File: config.mk
export PLATFORM = sky130hd
export DESIGN_NAME = sweep_max_counter
export DESIGN_NICKNAME = d
export VERILOG_FILES = /design/src/rtl/sweep_max_counter.sv
export SDC_FILE = /design/constraint.sdc
export NUM_CORES = 1
export LEC_CHECK = 0
export BUFFER_PORTS_ARGS = -buffer_cell sky130_fd_sc_hd__buf_2
export CAP_MARGIN = 20
export CORE_ASPECT_RATIO = 1.2
export CORE_UTILIZATION = 45
export CTS_CLUSTER_SIZE = 20
export DETAILED_ROUTE_END_ITERATION = 12
export HOLD_SLACK_MARGIN = 0.03
export MAX_ROUTING_LAYER = met4
export PLACE_DENSITY_LB_ADDON = 0.05
export SYNTH_ARGS = -nofsm -noshare
export SYNTH_HDL_FRONTEND = slang
export SYNTH_SLANG_ARGS = --single-unit
File: constraint.sdc
create_clock -name CLK -period 3.6 [get_ports CLK]
set_clock_uncertainty 0.15 [all_clocks]
set_input_delay 0.18 -clock CLK [delete_from_list [all_inputs] [get_ports CLK]]
set_output_delay 0.18 -clock CLK [all_outputs]
set_load 0.05 [all_outputs]
File: src/rtl/sweep_max_counter.sv
// Sweep step counter and peak tracker for the tracker control FSM.
// Raises CNT_L/CNT_D during a sweep and CNT_RU while servoing back to the brightest step.
module sweep_max_counter #(
  parameter int SWEEP_STEPS = 8,
  parameter int ADC_W       = 8,
  parameter int POS_W       = $clog2(SWEEP_STEPS + 1)
) (
  input  logic             CLK,
  input  logic             RST_N,
  input  logic             HS,
  input  logic             VS,
  input  logic             MC,
  input  logic             CNT_RST,
  input  logic             STEP_TICK,
  input  logic [ADC_W-1:0] LIGHT,
  input  logic             LIGHT_VALID,
  output logic             CNT_L,
  output logic             CNT_D,
  output logic             CNT_RU,
  output logic [ADC_W-1:0] MAX_VAL,
  output logic [POS_W-1:0] MAX_POS,
  output logic             BUSY,
  output logic [1:0]       DBG_STATE
);

  // Handshake: HS/VS/MC are level enables sampled every edge; STEP_TICK and
  // LIGHT_VALID are single-cycle qualifiers with no back-pressure (no ready).

  typedef enum logic [1:0] {
    IDLE   = 2'd0,
    SWEEP  = 2'd1,
    HOLD   = 2'd2,
    RETURN = 2'd3
  } state_t;

  localparam logic AXIS_H = 1'b0;
  localparam logic AXIS_V = 1'b1;
  localparam logic [POS_W-1:0] LP_STEPS = POS_W'(SWEEP_STEPS);
  localparam logic [POS_W-1:0] LP_LAST  = POS_W'(SWEEP_STEPS - 1);

  state_t           r_state;
  logic             r_axis;
  logic [POS_W-1:0] r_step_cnt;
  logic [POS_W-1:0] r_ret_cnt;
  logic             r_cnt_l;
  logic             r_cnt_d;
  logic             r_cnt_ru;
  logic [ADC_W-1:0] r_max_val;
  logic [POS_W-1:0] r_max_pos;
  logic             r_busy;

  state_t           w_state_nxt;
  logic             w_axis_nxt;
  logic [POS_W-1:0] w_step_nxt;
  logic [POS_W-1:0] w_ret_nxt;
  logic             w_cnt_l_nxt;
  logic             w_cnt_d_nxt;
  logic             w_cnt_ru_nxt;
  logic [ADC_W-1:0] w_max_val_nxt;
  logic [POS_W-1:0] w_max_pos_nxt;
  logic [ADC_W-1:0] w_peak_val;
  logic [POS_W-1:0] w_peak_pos;
  logic [POS_W-1:0] w_ret_calc;
  logic             w_axis_en;
  logic             w_start;

  // Strict compare keeps the earliest position on ties; a zero reading never wins.
  always_comb begin
    w_peak_val = r_max_val;
    w_peak_pos = r_max_pos;
    if ((r_state == SWEEP || r_state == HOLD) && LIGHT_VALID && (LIGHT > r_max_val)) begin
      w_peak_val = LIGHT;
      w_peak_pos = r_step_cnt;
    end
  end

  assign w_ret_calc = LP_STEPS - w_peak_pos;
  assign w_axis_en  = (r_axis == AXIS_V) ? VS : HS;

  always_comb begin
    w_state_nxt   = r_state;
    w_axis_nxt    = r_axis;
    w_step_nxt    = r_step_cnt;
    w_ret_nxt     = r_ret_cnt;
    w_cnt_l_nxt   = r_cnt_l;
    w_cnt_d_nxt   = r_cnt_d;
    w_cnt_ru_nxt  = r_cnt_ru;
    w_max_val_nxt = w_peak_val;
    w_max_pos_nxt = w_peak_pos;
    w_start       = 1'b0;

    case (r_state)
      IDLE: begin
        w_start = HS | VS;
      end
      SWEEP: begin
        if (!w_axis_en) begin
          w_state_nxt = IDLE;
          w_cnt_l_nxt = 1'b0;
          w_cnt_d_nxt = 1'b0;
        end else if (STEP_TICK && (r_step_cnt != LP_STEPS)) begin
          w_step_nxt = r_step_cnt + 1'b1;
          if (r_step_cnt == LP_LAST) begin
            w_state_nxt = HOLD;
            w_cnt_l_nxt = 1'b0;
            w_cnt_d_nxt = 1'b0;
          end
        end
      end
      HOLD: begin
        if (MC) begin
          w_ret_nxt = w_ret_calc;
          if (w_ret_calc != '0) begin
            w_state_nxt  = RETURN;
            w_cnt_ru_nxt = 1'b1;
          end else begin
            w_state_nxt = IDLE;
          end
        end else if ((r_axis == AXIS_H) ? VS : HS) begin
          w_start = 1'b1;
        end
      end
      RETURN: begin
        if (!MC) begin
          w_state_nxt  = IDLE;
          w_cnt_ru_nxt = 1'b0;
        end else if (STEP_TICK && (r_ret_cnt != '0)) begin
          w_ret_nxt = r_ret_cnt - 1'b1;
          if (r_ret_cnt == POS_W'(1)) begin
            w_state_nxt  = IDLE;
            w_cnt_ru_nxt = 1'b0;
          end
        end
      end
      default: w_state_nxt = IDLE;
    endcase

    // HS wins when both enables are high.
    if (w_start) begin
      w_state_nxt   = SWEEP;
      w_axis_nxt    = HS ? AXIS_H : AXIS_V;
      w_step_nxt    = '0;
      w_max_val_nxt = '0;
      w_max_pos_nxt = '0;
      w_cnt_l_nxt   = HS;
      w_cnt_d_nxt   = ~HS;
      w_cnt_ru_nxt  = 1'b0;
    end
  end

  always_ff @(posedge CLK or negedge RST_N) begin
    if (!RST_N) begin
      r_state    <= IDLE;
      r_axis     <= AXIS_H;
      r_step_cnt <= '0;
      r_ret_cnt  <= '0;
      r_cnt_l    <= 1'b0;
      r_cnt_d    <= 1'b0;
      r_cnt_ru   <= 1'b0;
      r_max_val  <= '0;
      r_max_pos  <= '0;
      r_busy     <= 1'b0;
    end else if (CNT_RST) begin
      r_state    <= IDLE;
      r_axis     <= AXIS_H;
      r_step_cnt <= '0;
      r_ret_cnt  <= '0;
      r_cnt_l    <= 1'b0;
      r_cnt_d    <= 1'b0;
      r_cnt_ru   <= 1'b0;
      r_max_val  <= '0;
      r_max_pos  <= '0;
      r_busy     <= 1'b0;
    end else begin
      r_state    <= w_state_nxt;
      r_axis     <= w_axis_nxt;
      r_step_cnt <= w_step_nxt;
      r_ret_cnt  <= w_ret_nxt;
      r_cnt_l    <= w_cnt_l_nxt;
      r_cnt_d    <= w_cnt_d_nxt;
      r_cnt_ru   <= w_cnt_ru_nxt;
      r_max_val  <= w_max_val_nxt;
      r_max_pos  <= w_max_pos_nxt;
      r_busy     <= (w_state_nxt != IDLE);
    end
  end

  assign CNT_L     = r_cnt_l;
  assign CNT_D     = r_cnt_d;
  assign CNT_RU    = r_cnt_ru;
  assign MAX_VAL   = r_max_val;
  assign MAX_POS   = r_max_pos;
  assign BUSY      = r_busy;
  assign DBG_STATE = r_state;

endmodule

==> flow_summary.html <==
<table>
<tr><th>Metric</th><th>Value</th></tr>
<tr><th colspan="2">Global routing</th></tr>
<tr><td>Remaining global-route overflow</td><td>0</td></tr>
<tr><td>Overall global routing resource usage</td><td>between 20 and 25%</td></tr>
<tr><td>Number of global-route vias before repair</td><td>1772</td></tr>
<tr><td>Wire length of the first global-routing pass</td><td>between 7000 and 8000 µm</td></tr>
<tr><td>Initial antenna violation count</td><td>0</td></tr>
<tr><td>Maximum number of pins on one net before global-route repair</td><td>28</td></tr>
<tr><th colspan="2">Critical path</th></tr>
<tr><td>Critical Path, Cell by Cell</td><td>dlygate4sd3_1 &gt; buf_2 &gt; ha_1 &gt; nor2b_1 &gt; o211ai_1 &gt; a21oi_1 &gt; o21bai_2 &gt; mux2i_1 &gt; ha_1 &gt; nand4b_1 &gt; a221oi_2 &gt; mux2i_1 &gt; mux2_1</td></tr>
<tr><td>Reg2Reg Capture Point</td><td>CNT_RU</td></tr>
<tr><td>Classification of the worst setup path</td><td>input port to flop</td></tr>
<tr><td>Data required time at the worst endpoint</td><td>3620 ps</td></tr>
<tr><td>Data arrival time of the worst path</td><td>between 3000 and 4000 ps</td></tr>
<tr><td>Maximum single-stage delay on the critical path</td><td>530 ps</td></tr>
<tr><td>Critical path fanouts, max</td><td>6</td></tr>
<tr><td>Type of element capturing the critical path</td><td>flop</td></tr>
<tr><td>CP max-delay cell</td><td>sky130_fd_sc_hd__dlygate4sd3_1</td></tr>
<tr><td>R2R setup slack</td><td>500 ps</td></tr>
<tr><td>Reg2reg start</td><td>MAX_VAL[1]</td></tr>
<tr><td>Crit path launch type</td><td>input port</td></tr>
<tr><td>Worst reg-to-reg path cell count</td><td>12</td></tr>
<tr><th colspan="2">Clock network</th></tr>
<tr><td>Postcts setup bufs</td><td>0</td></tr>
<tr><td># H-tree levels</td><td>1</td></tr>
<tr><td>CTS tree</td><td>done</td></tr>
<tr><td>Sinks on Clock Net</td><td>27</td></tr>
<tr><td>Root cell of the clock tree</td><td>sky130_fd_sc_hd__clkbuf_8</td></tr>
<tr><td>Num CTS Buffers</td><td>3</td></tr>
<tr><td>Number of buffers between clock root and the deepest sink</td><td>2</td></tr>
<tr><td>Clk pin slew, worst setup/hold paths</td><td>around 100 ps</td></tr>
<tr><td>Clock insertion delay at the later pin of the skew report</td><td>between 200 and 300 ps</td></tr>
<tr><th colspan="2">Synthesis</th></tr>
<tr><td>Nets in the synthesized netlist</td><td>approximately 240</td></tr>
<tr><td>Fraction of synthesized cell area taken by the top area cell type</td><td>35.2%</td></tr>
<tr><td>Number of register bits inferred by synthesis</td><td>27</td></tr>
<tr><td>Prevailing post-synth register cell</td><td>sky130_fd_sc_hd__dfrtp_1</td></tr>
<tr><td>Post-Synthesis Cell Area</td><td>just under 2000 µm²</td></tr>
<tr><td>Cell types occupying the most area after synthesis</td><td>sky130_fd_sc_hd__dfrtp_1, sky130_fd_sc_hd__ha_1, sky130_fd_sc_hd__mux2i_1, sky130_fd_sc_hd__nor2_1, sky130_fd_sc_hd__inv_1</td></tr>
<tr><td>Post-Synthesis Cells</td><td>roughly 210</td></tr>
<tr><td>Synth async-reset ratio</td><td>100%</td></tr>
<tr><td>Post-synth EDFFs</td><td>0</td></tr>
<tr><td>Count of yosys warnings during synthesis</td><td>0</td></tr>
<tr><td>Post-synth top area cell</td><td>sky130_fd_sc_hd__dfrtp_1</td></tr>
<tr><td>Netlist cell types</td><td>48</td></tr>
<tr><td>Mean instance size in the synthesized netlist</td><td>9.33 µm²</td></tr>
<tr><td>Register area share after synthesis</td><td>35.2%</td></tr>
<tr><th colspan="2">Finish</th></tr>
<tr><td>Nets@finish</td><td>about 280</td></tr>
<tr><td>Finished Cell Area</td><td>around 2300 µm²</td></tr>
<tr><td>Total of fill cells in the finished design</td><td>a little under 400</td></tr>
<tr><td>Antenna cell count</td><td>0</td></tr>
<tr><td>Fin util</td><td>56.6%</td></tr>
<tr><td>Fraction of layout cells with a size suffix above 1</td><td>between 10% and 20%</td></tr>
<tr><td>Area grow syn2layout</td><td>17.8%</td></tr>
<tr><th colspan="2">Timing</th></tr>
<tr><td>Slew margin rel.</td><td>56.6%</td></tr>
<tr><td>Measured slew at the worst slew-check pin</td><td>~650 ps</td></tr>
<tr><td>Slew Limit Fails</td><td>0</td></tr>
<tr><td>Final critical-path share of the clock period</td><td>90.6%</td></tr>
<tr><td>Number of failing hold endpoints at the final stage</td><td>0</td></tr>
<tr><td>WHS</td><td>33.6 ps</td></tr>
<tr><td>Achievable frequency</td><td>between 0.3 and 0.4 GHz</td></tr>
<tr><td>Final Setup Violations</td><td>0</td></tr>
<tr><td>Summed negative setup slack over all endpoints</td><td>0 ps</td></tr>
<tr><td>Post-layout min period</td><td>around 3300 ps</td></tr>
<tr><td>RSZ-0062 raised after global routing</td><td>false</td></tr>
<tr><td>Post-route worst setup slack</td><td>337 ps</td></tr>
<tr><th colspan="2">Placed design</th></tr>
<tr><td>Setup Slack @ Placement</td><td>500 ps</td></tr>
<tr><td>DP Wirelength</td><td>roughly 3400 µm</td></tr>
<tr><td>Last weighted congestion value of the routability-driven placer</td><td>0.849</td></tr>
<tr><td>I/O Buffers</td><td>33</td></tr>
<tr><td>Post-Place Cell Area</td><td>around 2100 µm²</td></tr>
<tr><th colspan="2">Outcome</th></tr>
<tr><td>Outcome</td><td>complete, no violations</td></tr>
<tr><th colspan="2">Routing</th></tr>
<tr><td>Remaining DRCs</td><td>0</td></tr>
<tr><td>Post-route ant nets</td><td>0</td></tr>
<tr><td>Via-per-instance ratio</td><td>between 5 and 6</td></tr>
<tr><td>WL/cell</td><td>roughly 15 µm</td></tr>
<tr><td>Total detailed-routing wirelength</td><td>4490 µm</td></tr>
<tr><td>Drt first pass iters</td><td>4</td></tr>
<tr><td>Via Count</td><td>1692</td></tr>
<tr><td>DR iter-0 viols</td><td>60</td></tr>
<tr><th colspan="2">Die</th></tr>
<tr><td>Die Wd</td><td>61.7 µm</td></tr>
<tr><td>Y dimension of the die</td><td>roughly 74 µm</td></tr>
<tr><td>Site row count</td><td>25</td></tr>
<tr><td>Initial standard-cell utilization of the core</td><td>between 40% and 50%</td></tr>
<tr><td>Standard cell core area</td><td>4000 µm²</td></tr>
<tr><td>Top-Level Pins</td><td>34</td></tr>
<tr><td>Total die area</td><td>roughly 4500 µm²</td></tr>
<tr><th colspan="2">Min path</th></tr>
<tr><td>Capture endpoint of the worst hold path</td><td>MAX_VAL[4]</td></tr>
<tr><td>Startpoint of the most critical hold path</td><td>LIGHT[4]</td></tr>
<tr><td>Path class of the lowest-slack min-delay path</td><td>input port to flop</td></tr>
<tr><td>Worst hold path cell count</td><td>3</td></tr>
<tr><th colspan="2">Power and ir drop</th></tr>
<tr><td>Pwr/cell area</td><td>approximately 330 nW/µm²</td></tr>
<tr><td>Leakage power total</td><td>between 1 and 1.5 nW</td></tr>
<tr><td>Worst VDD drop</td><td>around 0.00017 V</td></tr>
<tr><th colspan="2">Job</th></tr>
<tr><td>Max-cap violations</td><td>0</td></tr>
</table>
state kept, by name, summed over array words and instances (netlist names):
signal and flops:
MAX_VAL 8, BUSY 1, CNT_RU 1, r_step_cnt 4, r_axis 1, DBG_STATE 2, CNT_D 1, CNT_L 1
r_ret_cnt 4, MAX_POS 4
logic make-up (layout without fill, tap and decap cells):
kind of cell,count (synthesis),count (layout),share of synthesized area [%]
simple gates,64,64,17.3
compound gates,46,46,17.3
buf+inv,28,69,6.77
flops,27,27,35.2
mux,19,19,10.2
fa+ha+maj,17,17,11.1
xor+xnor,5,5,2.28
Yosys cell counts, drive strengths merged, types with 2 or more instances:
| master | n |
|---|---|
| or3 | 4 |
| nor2b | 3 |
| o22ai | 2 |
| o221ai | 2 |
| nand4 | 4 |
| xnor2 | 3 |
| nor3 | 3 |
| nand2 | 12 |
| a21o | 2 |
| nor2 | 24 |
| a32o | 2 |
| a21oi | 12 |
| mux2i | 17 |
| and2 | 3 |
| o21ai | 8 |
| mux2 | 2 |
| a221oi | 2 |
| o211ai | 5 |
| nand3 | 3 |
| ha | 17 |
| nand4b | 4 |
| inv | 18 |
| buf | 9 |
| dfrtp | 27 |
| xor2 | 2 |
| a211oi | 2 |
layout by cell type (no fill, tap or decap), types with 7 or more instances in the layout:
cell | netlist | routed
sky130_fd_sc_hd__a21oi_1 | 12 | 12
sky130_fd_sc_hd__buf_2 | 5 | 33
sky130_fd_sc_hd__dfrtp_1 | 27 | 27
sky130_fd_sc_hd__dlygate4sd3_1 | 0 | 10
sky130_fd_sc_hd__ha_1 | 17 | 17
sky130_fd_sc_hd__inv_1 | 17 | 17
sky130_fd_sc_hd__mux2i_1 | 17 | 17
sky130_fd_sc_hd__nand2_1 | 12 | 12
sky130_fd_sc_hd__nor2_1 | 24 | 24
sky130_fd_sc_hd__o21ai_0 | 7 | 7
report_power, final:
| part | total (W) | switching [W] | internal, W |
|---|---|---|---|
| combinational | 0.000227 | 0.000144 | 0.0000827 |
| clock | 0.000179 | 0.000102 | 0.0000778 |
| sequential | 0.000332 | 0.0000139 | 0.000318 |
| total | 0.000739 | 0.000260 | 0.000479 |
worst max-delay path: cells and delay by family:
family | cells | cell delay (ps)
AND/OR/NAND/NOR | 2 | 310
adder cells (fa/ha/maj) | 2 | 610
AO/OA/AOI/OAI | 4 | 750
buffers and inverters | 2 | 660
multiplexers | 3 | 770
worst max path at each step:
stage               startpoint  slack (ps)      to  cells after the start
floorplan           MAX_VAL[1]         400  CNT_RU                     13
global placement    MAX_VAL[1]         650  CNT_RU                     12
CTS                   LIGHT[1]         340  CNT_RU                     13
global route          LIGHT[1]          70  CNT_RU                     13
finish                LIGHT[1]         340  CNT_RU                     13
detailed placement  MAX_VAL[1]         500  CNT_RU                     12
through the flow:
stage | total power, W | cells
after floorplan | 0.000496 | 206
after global placement | 0.000548 | 287
after detailed placement | 0.000554 | 287
after CTS | 0.000746 | 301
after global routing | 0.000779 | 301
final | 0.000739 | 301
layer usage:
metal  vias up  routed length [µm]  global-route usage [%]
li1        822                   -                       -
met1       822                1890                    24.9
met2        41                2380                    41.1
met3         7                 140                    2.29
met4         0                  76                    11.6
met5         -                   0                       -
area by class of cell:
class                   count  area, µm²  area share, %
multi-input cells         151       1120           49.3
flip-flops and latches     27        676           29.8
repair buffers             46        288           12.7
inverters                  19       71.3           3.15
well taps                  54       67.6           2.98
clock buffers               3       41.3           1.82
clock inverters             1       5.00          0.221
what timing repair did:
action	4_1_cts	5_1_grt
endpoints found under the hold margin	35	0
hold buffers	10	0
gates resized for setup	0	0
(Power assumes the default switching activity.)
